### src/rtl/mul_sequencer.sv
`default_nettype none
// ============================================================================
// Module   : mul_sequencer
// Purpose  : Buffers signed operand pairs in a 2-deep FIFO and sequences an
//            external multiplier (CLEAR, START, WAIT) with a timeout watchdog.
// Revision : 1.0 - initial release
// ============================================================================
module mul_sequencer #(
  parameter int TIMEOUT = 255
) (
  input  logic          clk,
  input  logic          reset,
  input  logic          in_valid,
  output logic          in_ready,
  input  logic [63:0]   in_multiplier,
  input  logic [63:0]   in_multiplicand,
  output logic          mul_start,
  output logic          mul_clear,
  output logic [63:0]   mul_multiplier,
  output logic [63:0]   mul_multiplicand,
  input  logic          mul_done,
  input  logic [127:0]  mul_result,
  output logic          out_valid,
  input  logic          out_ready,
  output logic [127:0]  out_result,
  output logic          err
);

  localparam int c_wd_w = (TIMEOUT < 2) ? 1 : $clog2(TIMEOUT + 1);
  localparam logic [c_wd_w-1:0] c_wd_last = c_wd_w'(TIMEOUT - 1);

  typedef enum logic [2:0] {
    S_IDLE  = 3'd0,
    S_CLEAR = 3'd1,
    S_START = 3'd2,
    S_WAIT  = 3'd3,
    S_ABORT = 3'd4
  } state_t;

  state_t              r_state;
  logic [c_wd_w-1:0]   r_watchdog;
  logic [63:0]         r_fifo_mplier [2];
  logic [63:0]         r_fifo_mcand  [2];
  logic                r_rd_ptr;
  logic                r_wr_ptr;
  logic [1:0]          r_count;
  logic                w_push;
  logic                w_pop;

  // A full FIFO never accepts, even when the head pops in the same cycle.
  assign in_ready         = (r_count != 2'd2);
  assign w_push           = in_valid && in_ready;
  assign w_pop            = ((r_state == S_WAIT) && mul_done) || (r_state == S_ABORT);
  assign mul_multiplier   = r_fifo_mplier[r_rd_ptr];
  assign mul_multiplicand = r_fifo_mcand[r_rd_ptr];

  always_ff @(posedge clk or posedge reset) begin
    if (reset) begin
      for (int i = 0; i < 2; i++) begin
        r_fifo_mplier[i] <= '0;
        r_fifo_mcand[i]  <= '0;
      end
      r_rd_ptr <= 1'b0;
      r_wr_ptr <= 1'b0;
      r_count  <= 2'd0;
    end else begin
      if (w_push) begin
        r_fifo_mplier[r_wr_ptr] <= in_multiplier;
        r_fifo_mcand[r_wr_ptr]  <= in_multiplicand;
        r_wr_ptr                <= ~r_wr_ptr;
      end
      if (w_pop) begin
        r_rd_ptr <= ~r_rd_ptr;
      end
      case ({w_push, w_pop})
        2'b10:   r_count <= r_count + 2'd1;
        2'b01:   r_count <= r_count - 2'd1;
        default: r_count <= r_count;
      endcase
    end
  end

  always_ff @(posedge clk or posedge reset) begin
    if (reset) begin
      r_state    <= S_IDLE;
      r_watchdog <= '0;
      mul_start  <= 1'b0;
      mul_clear  <= 1'b0;
      out_valid  <= 1'b0;
      out_result <= '0;
      err        <= 1'b0;
    end else begin
      mul_start <= 1'b0;
      mul_clear <= 1'b0;
      // A product load later in this block overrides the handshake clear.
      if (out_valid && out_ready) begin
        out_valid <= 1'b0;
      end
      case (r_state)
        S_IDLE: begin
          if ((r_count != 2'd0) && (!out_valid || out_ready)) begin
            r_state   <= S_CLEAR;
            mul_clear <= 1'b1;
          end
        end
        S_CLEAR: begin
          r_state   <= S_START;
          mul_start <= 1'b1;
        end
        S_START: begin
          r_state    <= S_WAIT;
          r_watchdog <= '0;
        end
        S_WAIT: begin
          if (mul_done) begin
            out_result <= mul_result;
            out_valid  <= 1'b1;
            r_state    <= S_IDLE;
          end else begin
            r_watchdog <= r_watchdog + 1'b1;
            if (r_watchdog == c_wd_last) begin
              r_state   <= S_ABORT;
              mul_clear <= 1'b1;
            end
          end
        end
        S_ABORT: begin
          err     <= 1'b1;
          r_state <= S_IDLE;
        end
        default: r_state <= S_IDLE;
      endcase
    end
  end

endmodule
`default_nettype wire

### config.mk
export PLATFORM = sky130hd
export DESIGN_NAME = mul_sequencer
export DESIGN_NICKNAME = d
export VERILOG_FILES = /design/src/rtl/mul_sequencer.sv
export SDC_FILE = /design/constraint.sdc
export NUM_CORES = 1
export LEC_CHECK = 0
export ABC_AREA = 1
export ABC_CLOCK_PERIOD_IN_PS = 13050
export CORE_MARGIN = 3
export CORE_UTILIZATION = 43
export DETAILED_ROUTE_END_ITERATION = 10
export PLACE_DENSITY = 0.88
export SYNTH_ARGS = -nofsm -noshare
export SYNTH_HDL_FRONTEND = slang
export SYNTH_SLANG_ARGS = --single-unit
### constraint.sdc
create_clock -name clk -period 13.05 [get_ports clk]
set_clock_uncertainty 0.2 [all_clocks]
set_input_delay 1.9575 -clock clk [delete_from_list [all_inputs] [get_ports clk]]
set_output_delay 1.9575 -clock clk [all_outputs]
set_load 0.1 [all_outputs]
==> results.cfg <==
[synthesis]
syn_nets = 2030
ys_types = 25
yosys_most_used_dff = dfrtp_1
async_flop_share_pct = 100
yosys.area.top_type = dfrtp_1
synth_area_um2 = 17400
netlist.area_leader.share_pct = 58.0
synthCells = 1766
synth_warnings = 0
ys_seq_area_share_pct = 58.0
yosys-top-cells-area = dfrtp_1, nand2_1, mux2_2, o21ai_2, o21ai_0
synth_edf_count = 0
synth.most_common_cell = nand2_1
synth.avg_cell_area_um2 = 9.85
ys_seq_elements = 403
synth_top_cells_by_count = nand2_1, dfrtp_1, inv_1

[floorplanning]
chipWidth_um = 207
core_um2 = 39800
io_pins = 522
die_h_um = 207
rows = 73
die-area_um2 = 42900
start_util_pct = 43.7

[min_path]
hp-start = err
holdPathStages = 2
min_to = err
hold_class = flip-flop to flip-flop

[sta]
rsz0062_at_grt = no
setup_violations = 0
relSlewSlack_pct = 22.8
fin_crit_sh_pct = 46.6
hold_viol_final = 0
max_clock_freq_mhz = 164
setup_tns_ns = 0
worst_pin_slew_ns = 1.15
fin_ws_ns = 6.97
drv_slew = 0
finalCriticalPeriod_ns = 6.08

[cts]
clock_latency_ns = 0.56
cts.clk_slew.worst_paths_ns = 0.06
cts_made_buffers = 44
h-tree-depth = 2
cts-resized-gates = 0
cts_setup_buffers = 0
cts_buffer_depth = 3
tritoncts = done
clock-root-buffer = clkbuf_16
cts.sinks = 403
cts.hold.buffers_added = 0

[placed_design]
gp_congestion = 0.932
dp_slack_ns = 7.54
post-dp-hpwl_um = 37300
port_buffers = 521

[layout]
multiInputGateArea_um2 = 6130
nNetsFinal = 2496
syn_to_final_growth_pct = 39.1
drive_gt1_share_pct = 14.4
num-fill-cells = 3051
register_area_um2 = 10100

[critical_path]
r2r-end = r_fifo_mcand[90]
crit_type = flip-flop to output port
reg2reg_from = r_count[0]
critPathRequiredTime_ns = 10.89
arrival_ns = 3.92
ff2ff_path_depth = 8
critPathSlowestCell = clkdlybuf4s50_1
crit_chain = buf_4 -> mux2_2 -> clkdlybuf4s50_1
path_max_fanout = 75
worst_path_largest_cell_delay_ns = 1.16
ff2ff_setup_slack_ns = 9.37
end_kind = output port
start_kind = flip-flop

[flow_run]
max-cap-violations = 0

[detailed_routing]
wl_um = 53000
final_antenna_net_count = 0
wire_per_inst_um = 19.0
drc_errors = 0
drt_iter0_drc = 1114
vias = 14500
first_pass_iters = 5
via_per_inst = 5.18

[global_routing]
grt_usage_pct = 24.1
grt_max_degree = 180
antenna_found_initial = 9
grt_pass1_wl_um = 82700
grt_pass1_vias = 14900
overflow = 0

[run_status]
status = finished, final reports clean
final cells by class:
class	count	area share [%]
inverters	144	2.25
clock buffers	67	5.41
diodes	5	0.0517
flip-flops and latches	403	41.7
repair buffers	533	22.0
clock inverters	12	0.538
well taps	525	2.71
multi-input cells	1106	25.3
flip-flops by register name (all words and copies together) (netlist names):
name,flops
out_valid,1
r_state,3
mul_start,1
r_watchdog,8
r_fifo_mplier,128
r_fifo_mcand,128
r_rd_ptr,1
r_wr_ptr,1
r_count,2
err,1
out_result,128
mul_clear,1
kinds of logic (layout without fill, tap and decap cells):
family	after synthesis	count (layout)	synth area share, %
adders and majority gates	3	3	0.216
buffers and inverters	257	756	6.98
DFF	403	403	58.0
other	0	5	0
xor gates and xnor gates	3	3	0.151
and+or+nand+nor	706	706	16.4
AOI/OAI and AO/OA	266	266	10.0
muxes	128	128	8.29
per-stage QoR:
step	util, %	hold slack (ns)	area, um2	instances
after floorplan	-	0.248	17400	1766
after global placement	57.1	0.253	22700	2711
after detailed placement	57.1	0.252	22700	2711
after CTS	60.7	0.270	24200	2790
after global routing	60.7	0.285	24200	2792
final	60.8	0.265	24200	2795
worst max path at each step:
stage          startpoint                   end  slack (ns)  depth (start not counted)
2_1_floorplan       reset                   err        5.46                          1
3_3_place_gp     in_valid    r_fifo_mplier[126]        7.68                          6
3_5_place_dp     r_rd_ptr  mul_multiplicand[30]        7.54                          3
4_1_cts          r_rd_ptr  mul_multiplicand[30]        6.92                          3
5_1_grt          r_rd_ptr    mul_multiplier[49]        6.80                          3
6_report         r_rd_ptr  mul_multiplicand[37]        6.97                          3
critical path, delay by kind of cell (launching register included):
family	cells	cell delay (ns)
buf+inv	2	2.02
flops	1	0.93
mux	1	0.31
placed cells by master, fill, tap and decap left out, drive strengths merged:
master | synthesis | layout
nand2 | 547 | 547
clkdlybuf4s50 | 0 | 520
dfrtp | 403 | 403
o21ai | 262 | 262
inv | 144 | 146
nand3 | 136 | 136
mux2 | 128 | 128
clkbuf | 43 | 67
nor2 | 15 | 15
buf | 70 | 13
clkinv | 0 | 6
diode | 0 | 5
a21oi | 4 | 4
nor3 | 3 | 3
ha | 3 | 3
nand4 | 2 | 2
clkinvlp | 0 | 2
xor2 | 2 | 2
nand3b | 2 | 2
bufinv | 0 | 2
xnor2 | 1 | 1
or2 | 1 | 1
layer usage:
layer | GRT usage (%) | part of all wire (%)
met3 | 7.04 | 8.3
met5 | 0 | 0.14
met4 | 14.0 | 6.3
met2 | 40.1 | 49
met1 | 27.8 | 36
Power is left out: the tool's default activity adds up to more than one toggle a clock period on the data nets, which glitch-free logic cannot reach.
